## src/rtl/hilo_div_if.sv

```systemverilog
`default_nettype none
// ============================================================================
// hilo_div_if : EXE-stage command bundle and HI/LO result bundle
// Rev 1.0
// ============================================================================
interface hilo_div_if #(
    parameter int DATA_W = 32
);
    logic                  op_valid;
    logic [1:0]            mult_op;
    logic [1:0]            div_op;
    logic [1:0]            mthl_op;
    logic [1:0]            mfhl_op;
    logic [DATA_W-1:0]     src_a;
    logic [DATA_W-1:0]     src_b;
    logic [2*DATA_W-1:0]   mult_result;
    logic                  cancel;
    logic [DATA_W-1:0]     hi;
    logic [DATA_W-1:0]     lo;
    logic                  busy;
    logic                  stall;
    logic                  div_complete;

    modport master (
        output op_valid, mult_op, div_op, mthl_op, mfhl_op,
        output src_a, src_b, mult_result, cancel,
        input  hi, lo, busy, stall, div_complete
    );

    modport slave (
        input  op_valid, mult_op, div_op, mthl_op, mfhl_op,
        input  src_a, src_b, mult_result, cancel,
        output hi, lo, busy, stall, div_complete
    );
endinterface
`default_nettype wire

```

## src/rtl/hilo_div_ctrl.sv

```systemverilog
`default_nettype none
// ============================================================================
// hilo_div_ctrl : HI/LO owner with radix-2 restoring divide sequencer
// Rev 1.0
// ============================================================================
module hilo_div_ctrl #(
    parameter int DATA_W = 32
) (
    input  wire logic   clk,
    input  wire logic   rst,
    hilo_div_if.slave   bus
);
    localparam int c_CNT_W = (DATA_W > 1) ? $clog2(DATA_W) : 1;
    localparam logic [c_CNT_W-1:0] c_CNT_LAST = c_CNT_W'(DATA_W - 1);
    localparam logic [c_CNT_W-1:0] c_CNT_ONE  = c_CNT_W'(1);

    localparam logic [1:0] c_IDLE    = 2'd0;
    localparam logic [1:0] c_DIV_RUN = 2'd1;
    localparam logic [1:0] c_DIV_FIX = 2'd2;

    logic [1:0]         r_state;
    logic [1:0]         w_state_nxt;
    logic [c_CNT_W-1:0] r_cnt;
    logic [DATA_W-1:0]  r_hi;
    logic [DATA_W-1:0]  r_lo;
    logic [DATA_W-1:0]  r_quo;
    logic [DATA_W-1:0]  r_rem;
    logic [DATA_W-1:0]  r_dvs;
    logic [DATA_W-1:0]  r_raw_a;
    logic               r_q_neg;
    logic               r_r_neg;
    logic               r_dvs_zero;

    logic               w_busy;
    logic               w_stall;
    logic               w_div_complete;
    logic               w_accept;
    logic               w_is_div;
    logic               w_is_mult;
    logic               w_is_mthl;
    logic               w_any_op;
    logic               w_last;
    logic               w_signed;
    logic [DATA_W-1:0]  w_a_mag;
    logic [DATA_W-1:0]  w_b_mag;
    logic [DATA_W:0]    w_rem_sh;
    logic [DATA_W-1:0]  w_rem_sub;
    logic               w_ge;
    logic [DATA_W-1:0]  w_q_fix;
    logic [DATA_W-1:0]  w_r_fix;

    // ------------------------------------------------------------------
    // Command decode
    // ------------------------------------------------------------------
    assign w_is_div  = |bus.div_op;
    assign w_is_mult = |bus.mult_op;
    assign w_is_mthl = |bus.mthl_op;
    assign w_any_op  = w_is_div | w_is_mult | w_is_mthl | (|bus.mfhl_op);
    assign w_accept  = bus.op_valid & ~w_busy & ~bus.cancel;
    assign w_last    = (r_cnt == c_CNT_LAST);

    // Signed-ness follows the DIV bit; DIVU alone latches raw operands
    assign w_signed  = bus.div_op[1];
    assign w_a_mag   = (w_signed & bus.src_a[DATA_W-1]) ? -bus.src_a : bus.src_a;
    assign w_b_mag   = (w_signed & bus.src_b[DATA_W-1]) ? -bus.src_b : bus.src_b;

    // One restoring step: the shifted partial remainder is DATA_W+1 bits wide,
    // but whenever it reaches the divisor the difference fits in DATA_W bits.
    assign w_rem_sh  = {r_rem, r_quo[DATA_W-1]};
    assign w_ge      = (w_rem_sh >= {1'b0, r_dvs});
    assign w_rem_sub = w_rem_sh[DATA_W-1:0] - r_dvs;

    assign w_q_fix   = r_q_neg ? -r_quo : r_quo;
    assign w_r_fix   = r_r_neg ? -r_rem : r_rem;

    // ------------------------------------------------------------------
    // FSM: state register
    // ------------------------------------------------------------------
    always_ff @(posedge clk or posedge rst) begin
        if (rst) begin
            r_state <= c_IDLE;
        end else begin
            r_state <= w_state_nxt;
        end
    end

    // ------------------------------------------------------------------
    // FSM: next state
    // ------------------------------------------------------------------
    always_comb begin
        w_state_nxt = r_state;
        case (r_state)
            c_IDLE: begin
                if (w_accept && w_is_div) begin
                    w_state_nxt = c_DIV_RUN;
                end
            end
            c_DIV_RUN: begin
                if (bus.cancel) begin
                    w_state_nxt = c_IDLE;
                end else if (w_last) begin
                    w_state_nxt = c_DIV_FIX;
                end
            end
            c_DIV_FIX: begin
                w_state_nxt = c_IDLE;
            end
            default: begin
                w_state_nxt = c_IDLE;
            end
        endcase
    end

    // ------------------------------------------------------------------
    // FSM: outputs
    // ------------------------------------------------------------------
    always_comb begin
        w_busy         = (r_state != c_IDLE);
        w_div_complete = (r_state == c_DIV_FIX);
        // Stall releases in DIV_FIX so ID/EXE reloads alongside div_complete
        w_stall        = (r_state == c_DIV_RUN) |
                         (w_busy & bus.op_valid & w_any_op & (r_state != c_DIV_FIX));
    end

    // ------------------------------------------------------------------
    // Datapath: divider registers and HI/LO
    // ------------------------------------------------------------------
    always_ff @(posedge clk or posedge rst) begin
        if (rst) begin
            r_cnt      <= '0;
            r_hi       <= '0;
            r_lo       <= '0;
            r_quo      <= '0;
            r_rem      <= '0;
            r_dvs      <= '0;
            r_raw_a    <= '0;
            r_q_neg    <= 1'b0;
            r_r_neg    <= 1'b0;
            r_dvs_zero <= 1'b0;
        end else begin
            case (r_state)
                c_IDLE: begin
                    if (w_accept) begin
                        if (w_is_div) begin
                            r_quo      <= w_a_mag;
                            r_dvs      <= w_b_mag;
                            r_raw_a    <= bus.src_a;
                            r_rem      <= '0;
                            r_cnt      <= '0;
                            r_q_neg    <= w_signed & (bus.src_a[DATA_W-1] ^ bus.src_b[DATA_W-1]);
                            r_r_neg    <= w_signed & bus.src_a[DATA_W-1];
                            r_dvs_zero <= (bus.src_b == '0);
                        end else if (w_is_mult) begin
                            {r_hi, r_lo} <= bus.mult_result;
                        end else if (w_is_mthl) begin
                            if (bus.mthl_op[1]) begin
                                r_hi <= bus.src_a;
                            end
                            if (bus.mthl_op[0]) begin
                                r_lo <= bus.src_a;
                            end
                        end
                    end
                end
                c_DIV_RUN: begin
                    r_rem <= w_ge ? w_rem_sub : w_rem_sh[DATA_W-1:0];
                    r_quo <= {r_quo[DATA_W-2:0], w_ge};
                    r_cnt <= (w_last || bus.cancel) ? '0 : r_cnt + c_CNT_ONE;
                end
                c_DIV_FIX: begin
                    if (r_dvs_zero) begin
                        r_hi <= r_raw_a;
                        r_lo <= '1;
                    end else begin
                        r_hi <= w_r_fix;
                        r_lo <= w_q_fix;
                    end
                end
                default: begin
                    r_cnt <= '0;
                end
            endcase
        end
    end

    assign bus.hi           = r_hi;
    assign bus.lo           = r_lo;
    assign bus.busy         = w_busy;
    assign bus.stall        = w_stall;
    assign bus.div_complete = w_div_complete;

endmodule
`default_nettype wire

```

## src/flat_wrapper.sv

```systemverilog
// flat-port wrapper written by rule: the top's interface ports become plain ports
module hilo_div_ctrl_flat 
#(
    parameter int DATA_W = 32
)
  (clk, rst, bus_op_valid, bus_mult_op, bus_div_op, bus_mthl_op, bus_mfhl_op, bus_src_a, bus_src_b, bus_mult_result, bus_cancel, bus_hi, bus_lo, bus_busy, bus_stall, bus_div_complete);
  hilo_div_if #(.DATA_W(DATA_W)) bus_i ();
  input  wire logic clk;
  input  wire logic rst;
  input wire logic [$bits(bus_i.op_valid)-1:0] bus_op_valid;
  input wire logic [$bits(bus_i.mult_op)-1:0] bus_mult_op;
  input wire logic [$bits(bus_i.div_op)-1:0] bus_div_op;
  input wire logic [$bits(bus_i.mthl_op)-1:0] bus_mthl_op;
  input wire logic [$bits(bus_i.mfhl_op)-1:0] bus_mfhl_op;
  input wire logic [$bits(bus_i.src_a)-1:0] bus_src_a;
  input wire logic [$bits(bus_i.src_b)-1:0] bus_src_b;
  input wire logic [$bits(bus_i.mult_result)-1:0] bus_mult_result;
  input wire logic [$bits(bus_i.cancel)-1:0] bus_cancel;
  output wire logic [$bits(bus_i.hi)-1:0] bus_hi;
  output wire logic [$bits(bus_i.lo)-1:0] bus_lo;
  output wire logic [$bits(bus_i.busy)-1:0] bus_busy;
  output wire logic [$bits(bus_i.stall)-1:0] bus_stall;
  output wire logic [$bits(bus_i.div_complete)-1:0] bus_div_complete;
  assign bus_i.op_valid = bus_op_valid;
  assign bus_i.mult_op = bus_mult_op;
  assign bus_i.div_op = bus_div_op;
  assign bus_i.mthl_op = bus_mthl_op;
  assign bus_i.mfhl_op = bus_mfhl_op;
  assign bus_i.src_a = bus_src_a;
  assign bus_i.src_b = bus_src_b;
  assign bus_i.mult_result = bus_mult_result;
  assign bus_i.cancel = bus_cancel;
  assign bus_hi = bus_i.hi;
  assign bus_lo = bus_i.lo;
  assign bus_busy = bus_i.busy;
  assign bus_stall = bus_i.stall;
  assign bus_div_complete = bus_i.div_complete;
  hilo_div_ctrl #(.DATA_W(DATA_W)) u_core (.clk(clk), .rst(rst), .bus(bus_i));
endmodule
```

## config.mk

```make
export PLATFORM = sky130hd
export DESIGN_NAME = hilo_div_ctrl_flat
export DESIGN_NICKNAME = d
export VERILOG_FILES = /design/src/rtl/hilo_div_if.sv /design/src/rtl/hilo_div_ctrl.sv /design/src/flat_wrapper.sv
export SDC_FILE = /design/constraint.sdc
export NUM_CORES = 1
export LEC_CHECK = 0
export BUFFER_PORTS_ARGS = -buffer_cell sky130_fd_sc_hd__buf_2
export CORE_MARGIN = 2
export CORE_UTILIZATION = 35
export CTS_BUF_LIST = sky130_fd_sc_hd__clkbuf_8 sky130_fd_sc_hd__clkbuf_16
export DETAILED_ROUTE_END_ITERATION = 7
export PLACE_DENSITY = 0.62
export SLEW_MARGIN = 10
export SYNTH_ARGS = -nofsm -noshare
export SYNTH_HDL_FRONTEND = slang
export SYNTH_SLANG_ARGS = --single-unit
```

## constraint.sdc

```tcl
create_clock -name clk -period 10.95 [get_ports clk]
set_clock_uncertainty 0.1 [all_clocks]
set_input_delay 0 -clock clk [delete_from_list [all_inputs] [get_ports clk]]
set_output_delay 0 -clock clk [all_outputs]
set_load 0.02 [all_outputs]
```

After elaboration in Yosys (flattened, before gate mapping)
Index checks and enable logic that the tools add are counted.
{"block": "word_totals", "input_bits": 140, "reg_bits": 202, "ram_bits": 0, "output_inout_bits": 67, "word_cells": 96, "mem_bits_ro": 0, "n_memories": 0, "latch_bits": 0}
{"block": "op_classes", "n_mul": 0, "n_reduce_logical": 17, "n_div": 0, "n_eq_ne": 12, "shift": 0, "n_lt_le_gt_ge": 1, "n_mux": 33, "add_sub_neg": 6, "bitwise": 16}
{"op": "two-way mux 32 bit", "count": 21}
{"op": "case mux 32 bit (2 select lines)", "count": 4}
{"op": "negator 32 bit", "count": 4}
{"op": "greater-or-equal comparator 33 x 32 -> 1 bit", "count": 1}
{"op": "zero test 32 bit", "count": 1}
{"op": "subtractor 32 bit", "count": 1}
{"op": "two-way mux 5 bit", "count": 3}
{"op": "case mux 5 bit (3 select lines)", "count": 1}
{"op": "AND reduction 5 bit", "count": 2}
{"op": "inequality test 3 x 2 -> 1 bit, second input constant", "count": 3}
{"op": "AND reduction 3 bit", "count": 3}
{"op": "bitwise AND 1 bit", "count": 8}
{"op": "OR reduction 2 bit", "count": 4}
{"op": "two-way mux 2 bit", "count": 3}
{"op": "inequality test 2 x 1 -> 1 bit, second input constant", "count": 3}
{"op": "nonzero test 2 bit", "count": 3}
{"op": "adder 5 x 1 -> 5 bit, second input constant", "count": 1}
{"op": "equality test 5 bit, second input constant", "count": 1}
{"op": "inequality test 2 bit, second input constant", "count": 2}
{"op": "bitwise OR 1 bit", "count": 4}
{"op": "case mux 2 bit (2 select lines)", "count": 1}
{"op": "inequality test 3 x 1 -> 1 bit, second input constant", "count": 1}
{"op": "NOT 1 bit", "count": 3}
{"op": "equality test 2 x 1 -> 1 bit, second input constant", "count": 1}
{"op": "other kinds (6)", "count": 6}

Longest topological paths before layout
Gate-level depths: netlist (run 1).
{"block": "depth", "depth_word": 7, "ltp_mapped": 12, "depth_no_buf": 12}

Least setup slack after synthesis (run 1)
No wires, ideal clock.
{"block": "synth_timing", "path_type": "register -> register", "start": "register u_core.r_quo[31]", "end": "register u_core.r_rem[28]", "required_time_ns": 10.716, "path_stages_with_launch": 13, "t_arrival_ns": 2.919, "period_less_slack_ns": 3.153, "setup_ns": 0.134, "setup_slack_ns": 7.797, "path_buffers": 0, "path_cell_list": "dfrtp_1 -> inv_1 -> ha_1 -> inv_1 -> fa_1 -> a21o_1 -> a221oi_2 -> a211oi_1 -> a31o_2 -> a31o_1 -> mux2_2 -> a2111oi_0 -> o21ai_1"}
{"block": "synth_via", "elab_chain_len": 3, "elab_cells_between_ends": 4, "classes_between": "add/sub (1); order compare (1); mux (2)"}
{"item": "start: declaration", "line": "hilo_div_ctrl.sv:26", "text": "logic [DATA_W-1:0] r_quo;"}
{"item": "start signal: assignment", "line": "hilo_div_ctrl.sv:145", "text": "r_quo <= w_a_mag;"}
{"item": "start signal: assignment", "line": "hilo_div_ctrl.sv:167", "text": "r_quo <= {r_quo[DATA_W-2:0], w_ge};"}
{"item": "subtractor 32 bit / greater-or-equal comparator 33 x 32 -> 1 bit (equally long branches)", "line": "hilo_div_ctrl.sv:71, hilo_div_ctrl.sv:70"}
{"item": "two-way mux 32 bit *", "line": "hilo_div_ctrl.sv:166", "text": "r_rem <= w_ge ? w_rem_sub : w_rem_sh[DATA_W-1:0];"}
{"item": "case mux 32 bit (2 select lines) *", "line": "hilo_div_ctrl.sv:141", "text": "case (r_state)"}
{"item": "end signal: assignment", "line": "hilo_div_ctrl.sv:166"}
{"item": "end: declaration", "line": "hilo_div_ctrl.sv:27", "text": "logic [DATA_W-1:0] r_rem;"}
Every way passes the cells marked *; elsewhere a longest branch is shown, timed or not.
A chain may end at the register's enable or synchronous reset.

Worst setup path in the final report (run 1)
{"block": "layout_timing", "start": "register u_core.r_rem[3]", "end": "register u_core.r_rem[24]"}
{"block": "layout_via", "elab_chain_len": 3, "elab_cells_between_ends": 4, "classes_between": "add/sub (1); order compare (1); mux (2)"}
{"item": "subtractor 32 bit / greater-or-equal comparator 33 x 32 -> 1 bit (equally long branches)", "line": "hilo_div_ctrl.sv:71, hilo_div_ctrl.sv:70"}
{"item": "two-way mux 32 bit *", "line": "hilo_div_ctrl.sv:166"}
{"item": "case mux 32 bit (2 select lines) *", "line": "hilo_div_ctrl.sv:141"}
Marks and branches as above.

==> out/results.ini, run 1 <==
[yosys]
yosysTopAreaCell = dfrtp_1
syn_inst = 1636
synth_most_common_cell = nand2_1
synth_top_family_by_area = compound AO/OA/AOI/OAI gates
synth_fa_ha_area_share_pct = 3.61
avgSynthCellArea_um2 = 8.39
synth.distinct_cells = 68
synthArstFlopShare_pct = 100
yosys_warnings = 0
ys_ff_latch = 202
synthMuxAreaShare_pct = 4.66
synth_area_um2 = 13700
synth_commonest_cells = nand2_1, dfrtp_1, o21ai_0, a21oi_1, clkbuf_1
synth_xor_area_share_pct = 9.00
synth_compound_area_share_pct = 25.2
netlist.area_leader.share_pct = 36.8
synthSimpleGateAreaFrac_pct = 15.8
synth_nets = 1815
yosysSeqAreaShare_pct = 36.8
synth_ff_type = dfrtp_1
synthTopCellsByArea = dfrtp_1, o21ai_0, nand2_1, xor2_1, a21oi_1
synth-edff-count = 0

[routing]
routed_via_density = 5.48
wire_per_inst_um = 19.3
first_pass_iters = 5
ant_nets = 0
routed-via-count = 13500
drc_errors = 0
drt-initial-drc-count = 1102
wl_um = 47500

[final_layout]
layout-drive-gt1-share_pct = 16.8
seq_area_um2 = 5060
nets = 2108
final_area_um2 = 17500
area.growth.synth_to_final_pct = 27.5
multi_input_area_um2 = 8060
fillers = 3779
utilization_pct = 45.3

[worst_setup_path]
reg2reg_from = u_core.r_rem[3]
r2r_setup_slack_ps = 6830
cp-startpoint = u_core.r_rem[3]
critPathMaxFanout = 35
reg2reg_depth = 9
start_kind = register
critical_path_required_ps = 11260
crit_path_end = u_core.r_rem[24]
reg2reg_to = u_core.r_rem[24]
worstSetupEndpointType = register
crit_arrival_ps = 4430
crit_type = reg2reg

[min_path]
hold_path_class = in2reg
whs_path_depth = 4

[clocking]
cts_tree = yes
clock_path_buffers = 3
clk_pin_slew_ps = 60
cts_root_buffer = clkbuf_16
clk_latency_ps = 560
numClockSinks = 202
post_cts_buffers = 0
cts_buffers = 25
cts-htree-levels = 1

[floorplanning]
initial_utilization_pct = 35.5
row_count = 72
dieArea_um2 = 40800
die_y_um = 202
ios = 207
die_w_um = 202
core_area_um2 = 38600

[sta]
period_needed_ps = 4120
worst_slack_ps = 6830
period_share_pct = 37.6
fmax_mhz = 243
max_slew.worst_pin.slew_ps = 1230
final_hold_viol_count = 0
maxSlewViolCount = 0
rsz0062_at_grt = false
max_slew_margin_pct = 17.5
setup_tns_ps = 0
setup_viol = 0

[global_routing]
grt.total_usage_pct = 22.7
grt_pass1_wl_um = 74200
grt_overflow = 0
grt_max_degree = 132
grt_pass1_vias = 13100
antenna_found_initial = 1

[power_and_ir_drop]
p_per_area_nw_per_um2 = 231
peakVddDrop_mv = 0.135
p_leak_nw = 7.95

[place]
place_ws_ps = 6890
placed_area_um2 = 15100
dp_hpwl_um = 34400
portBuffers = 206
place_congestion = 0.922

[outcome]
status = finished, final reports clean

[job]
cap_violations = 0

worst min-delay path by stage:
| stage | slack [ps] | endpoint | start |
|---|---|---|---|
| floorplan | 40 | u_core.r_dvs[31] | bus_src_b[31] |
| CTS | 2 | u_core.bus.lo[23] | bus_mult_result[23] |
| global route | 70 | u_core.bus.lo[23] | bus_mult_result[23] |
| finish | 5 | u_core.bus.lo[23] | bus_mult_result[23] |
| detailed placement | 160 | u_core.bus.hi[10] | rst |
| global placement | 170 | u_core.bus.hi[7] | rst |
area by class of cell:
type	count	area share, %
inverter	61	1.35
antenna	1	0.0143
sequential	202	28.9
multi-input combinational	1265	46.0
timing repair buffer	374	15.3
clock buffer	29	3.89
tap	518	3.70
clock inverter	16	0.829
worst max-delay path, cell delays in order (launching register included):
cell      delay (ps)
dfrtp_1          460
ha_1             380
or2_2            320
a31oi_1          220
a21oi_1          150
o21ai_0          430
a211oi_1         210
o21ai_4          980
mux2_2           430
a221o_1          310
per-stage QoR:
stage | std cells | hold WS (ps) | total power, W
3_5_place_dp | 2267 | 159 | 0.00315
5_1_grt | 2466 | 72.2 | 0.00433
6_report | 2466 | 4.72 | 0.00404
2_1_floorplan | 1636 | 36.0 | 0.00257
4_1_cts | 2465 | 1.65 | 0.00404
3_3_place_gp | 2267 | 168 | 0.00312
repair_timing:
action	4_1_cts	5_1_grt
resized for setup	0	0
endpoints found under the hold margin	298	0
hold buffers	153	0
power by group:
group / switching (W) / internal [W] / leakage, nW / total, W
Sequential: 0.000264 / 0.000955 / 2.54 / 0.00122
Clock: 0.000342 / 0.000492 / 0.431 / 0.000834
Combinational: 0.00116 / 0.000828 / 4.99 / 0.00199
cells by family after synthesis:
family,Yosys count
compound gates,558
xor+xnor,141
fa+ha+maj,39
buf+inv,169
flops,202
mux,60
simple gates,467
placed cells by master, fill, tap and decap left out, types with 11 or more instances in the layout:
master | Yosys | routed
nor3_1 | 21 | 21
a31oi_1 | 11 | 11
o31ai_1 | 31 | 29
a211oi_1 | 28 | 28
nor2_1 | 85 | 83
mux2i_1 | 29 | 29
inv_1 | 60 | 62
mux2_2 | 31 | 31
clkbuf_16 | 0 | 25
or2_2 | 10 | 11
dfrtp_1 | 202 | 201
or4_1 | 12 | 12
xnor2_1 | 51 | 51
nand3_1 | 13 | 13
buf_2 | 6 | 206
buf_4 | 2 | 15
dlygate4sd3_1 | 0 | 153
nand4_1 | 16 | 16
a21o_1 | 46 | 46
ha_1 | 38 | 38
xor2_1 | 90 | 90
or3_1 | 19 | 19
o21ai_0 | 176 | 176
a221oi_1 | 31 | 31
o41ai_1 | 13 | 13
a21oi_1 | 154 | 154
nand2_1 | 233 | 233
sequential cells by signal (all words and copies together) (netlist names):
register / flops
u_core.bus.lo: 32
u_core.r_state: 2
u_core.r_quo: 32
u_core.bus.hi: 32
u_core.r_dvs: 32
u_core.r_q_neg: 1
u_core.r_r_neg: 1
u_core.r_rem: 32
u_core.r_cnt: 5
u_core.r_raw_a: 32
u_core.r_dvs_zero: 1
per-layer routing:
layer  part of all wire (%)  track usage [%]  routed length (um)  vias to the layer above
met5                      0                0                   0                        -
met2                     45             37.0               21600                      545
met4                    3.5             7.30                1650                        0
li1                       -                -                   -                     6464
met3                    6.8             2.92                3220                       91
met1                     44             31.2               21100                     6403
Power figures use the tool's default switching activity.
==> run 2: changes to the inputs <==
--- a/config.mk
+++ b/config.mk
@@ -5,6 +5,7 @@
 export SDC_FILE = /design/constraint.sdc
 export NUM_CORES = 1
 export LEC_CHECK = 0
+export ABC_AREA = 1
 export BUFFER_PORTS_ARGS = -buffer_cell sky130_fd_sc_hd__buf_2
 export CORE_MARGIN = 2
 export CORE_UTILIZATION = 35
==> constraint.sdc (replaced) <==
create_clock -name clk -period 4 [get_ports clk]
set_clock_uncertainty 0.1 [all_clocks]
set_input_delay 0 -clock clk [delete_from_list [all_inputs] [get_ports clk]]
set_output_delay 0 -clock clk [all_outputs]
set_load 0.02 [all_outputs]
==> out/results.ini, run 2 <==
[yosys]
synth-edff-count = 0  ; unchanged
avgSynthCellArea_um2 = 6.26  ; was 8.39 um2
synth_commonest_cells = nand2_1, inv_1, nor2_1, nand3_1, a21oi_1  ; was nand2_1, dfrtp_1, o21ai_0, a21oi_1, clkbuf_1
netlist.area_leader.share_pct = 31.6  ; was 36.8%
synthSimpleGateAreaFrac_pct = 36.5  ; was 15.8%
syn_inst = 2555  ; was 1636
synth_top_family_by_area = simple AND/OR/NAND/NOR gates  ; was compound AO/OA/AOI/OAI gates
yosysSeqAreaShare_pct = 31.6  ; was 36.8%
synthArstFlopShare_pct = 100  ; unchanged
yosysTopAreaCell = dfrtp_1  ; unchanged
synth_fa_ha_area_share_pct = 3.10  ; was 3.61%
synth_area_um2 = 16000  ; was 13700 um2
synth_ff_type = dfrtp_1  ; unchanged
synth_compound_area_share_pct = 14.6  ; was 25.2%
ys_ff_latch = 202  ; unchanged
synth_nets = 2734  ; was 1815
synthTopCellsByArea = dfrtp_1, nand2_1, inv_1, nand3_1, nor2_1  ; was dfrtp_1, o21ai_0, nand2_1, xor2_1, a21oi_1
synthMuxAreaShare_pct = 0  ; was 4.66%
synth.distinct_cells = 47  ; was 68
yosys_warnings = 0  ; unchanged
synth_xor_area_share_pct = 3.12  ; was 9.00%
synth_most_common_cell = nand2_1  ; unchanged

[clocking]
clock_path_buffers = 3  ; unchanged
numClockSinks = 202  ; unchanged
cts_tree = yes  ; unchanged
cts_root_buffer = clkbuf_16  ; unchanged
cts_buffers = 26  ; was 25
cts-htree-levels = 1  ; unchanged
clk_latency_ps = 550  ; was 560 ps
post_cts_buffers = 0  ; unchanged
clk_pin_slew_ps = 60  ; about the same

[global_routing]
antenna_found_initial = 2  ; was 1
grt_overflow = 0  ; unchanged
grt.total_usage_pct = 29.1  ; was 22.7%
grt_pass1_wl_um = 106000  ; was 74200 um
grt_pass1_vias = 17600  ; was 13100
grt_max_degree = 144  ; was 132

[floorplanning]
ios = 207  ; unchanged
dieArea_um2 = 47400  ; was 40800 um2
die_y_um = 218  ; was 202 um
initial_utilization_pct = 35.3  ; was 35.5%
row_count = 78  ; was 72
core_area_um2 = 45300  ; was 38600 um2
die_w_um = 218  ; was 202 um

[worst_setup_path]
start_kind = register  ; unchanged
critPathMaxFanout = 89  ; was 35
crit_arrival_ps = 3830  ; was 4430 ps
critical_path_required_ps = 4380  ; was 11260 ps
worstSetupEndpointType = register  ; unchanged
crit_type = reg2reg  ; unchanged
r2r_setup_slack_ps = 550  ; was 6830 ps
reg2reg_depth = 8  ; was 9

[final_layout]
nets = 3044  ; was 2108
diodes = 0  ; was 1
layout_common_cells = nand2_1, inv_1, nor2_1, nand3_1, buf_2  ; was nand2_1, buf_2, dfrtp_1, o21ai_0, a21oi_1
fillers = 4759  ; was 3779
layout-drive-gt1-share_pct = 10.7  ; was 16.8%
final_area_um2 = 19900  ; was 17500 um2
utilization_pct = 44.0  ; was 45.3%
area.growth.synth_to_final_pct = 24.5  ; was 27.5%
final_common_cell = nand2_1  ; unchanged

[power_and_ir_drop]
p_per_area_nw_per_um2 = 605  ; was 231 nW/um2
peakVddDrop_mv = 0.390  ; was 0.135 mV
netSwitchingFraction_pct = 49.0  ; was 43.7%
p_int_w = 0.00614  ; was 0.00228 W
pwr-share-comb_pct = 51.8  ; was 49.2%
p_seq_share_pct = 27.6  ; was 30.2%
power.switching_w = 0.00590  ; was 0.00177 W
p_leak_nw = 10.1  ; was 7.95 nW
power_frac_clock_pct = 20.6  ; about the same

[sta]
worst_slack_ps = 555  ; was 6830 ps
maxSlewViolCount = 0  ; unchanged
max_slew.worst_pin.slew_ps = 904  ; was 1230 ps
fmax_mhz = 290  ; was 243 MHz
rsz0062_at_grt = false  ; unchanged
max_slew_margin_pct = 39.7  ; was 17.5%
period_share_pct = 86.1  ; was 37.6%
final_hold_viol_count = 0  ; unchanged
setup_viol = 0  ; unchanged
setup_tns_ps = 0  ; unchanged
period_needed_ps = 3450  ; was 4120 ps

[place]
placed_area_um2 = 17500  ; was 15100 um2
place_ws_ps = 1160  ; was 6890 ps
portBuffers = 206  ; unchanged
place_congestion = 0.971  ; was 0.922
dp_hpwl_um = 53500  ; was 34400 um

[routing]
drc_errors = 0  ; unchanged
routed-via-count = 18700  ; was 13500
wire_per_inst_um = 20.1  ; was 19.3 um
drt-initial-drc-count = 1941  ; was 1102
first_pass_iters = 6  ; was 5
ant_nets = 0  ; unchanged
wl_um = 70100  ; was 47500 um
routed_via_density = 5.37  ; was 5.48

[job]
cap_violations = 0  ; unchanged

[min_path]
whs_path_depth = 7  ; was 4
hold_path_class = in2reg  ; unchanged

[outcome]
status = finished, final reports clean  ; unchanged

run 2: cell count changes after synthesis, sizes merged, moves of 50 or more:
cell / delta
nand2: +533
inv: +268
nand3: +223
nor2: +212
clkbuf: -53
a21oi: +50
run 2: layout make-up:
cell class | count | area, um2 | share of cell area [%]
Clock buffer | 32 | 744 | 3.74
Clock inverter | 16 | 153 | 0.766
Inverter | 330 | 1240 | 6.24
Multi-Input combinational cell | 1922 | 9200 | 46.2
Sequential cell | 202 | 5050 | 25.4
Tap cell | 600 | 751 | 3.77
Timing Repair Buffer | 383 | 2770 | 13.9
run 2: path summary, 6_finish.rpt:
check                                   startpoint            endpoint
worst min-delay path                bus_mult_op[0]   u_core.bus.lo[24]
max in group asynchronous                      rst   u_core.bus.lo[25]
worst min register to register  u_core.r_raw_a[10]  u_core.r_raw_a[10]
worst max-delay path             u_core.r_state[0]    u_core.r_dvs[31]
worst max register to register   u_core.r_state[0]    u_core.r_dvs[31]
min in group asynchronous                      rst   u_core.bus.hi[17]
run 2: per-layer routing:
metal  vias up  routed length (um)  GRT usage (%)
met5         -                   9              0
met1      8711               30600           40.7
met4         2                2970           11.5
met2       971               29800           44.5
met3       152                6680           5.16
li1       8873                   -              -
run 2: cells by family (layout without fill, tap and decap cells):
kind of cell,after synthesis,after routing
XOR/XNOR,57,57
AND/OR/NAND/NOR,1390,1390
AO/OA/AOI/OAI,436,436
buffers and inverters,431,761
flip-flops,202,202
adder cells (fa/ha/maj),39,39
run 2: worst max-delay path, stage by stage, from the launching register on:
cell and delay [ps]:
dfrtp_1 570, nor2_4 220, nand3_2 110, nor2_4 180
buf_4 740, o211ai_1 160, dlygate4sd3_1 610, o22ai_1 110
dlygate4sd3_1 570
run 2: through the flow:
step	cells	power (W)	hold slack [ps]
4_1_cts	3485	0.0120	18.5
6_report	3485	0.0120	50.4
2_1_floorplan	2555	0.00731	16.6
3_5_place_dp	3282	0.00934	-205
5_1_grt	3485	0.0129	62.9
3_3_place_gp	3282	0.00932	-206
run 2: timing repair:
| item | CTS | global route |
|---|---|---|
| hold buffers | 155 | 0 |
| hold endpoints to repair | 366 | 0 |
| gates resized for setup | 0 | 0 |
run 2: power by group through the flow:
stage | combinational (W) | sequential (W) | clock [W]
after global placement | 0.00602 | 0.00330 | 0
final | 0.00624 | 0.00332 | 0.00248
after CTS | 0.00616 | 0.00329 | 0.00251
after floorplan | 0.00388 | 0.00343 | 0
after global routing | 0.00693 | 0.00340 | 0.00260
after detailed placement | 0.00601 | 0.00333 | 0
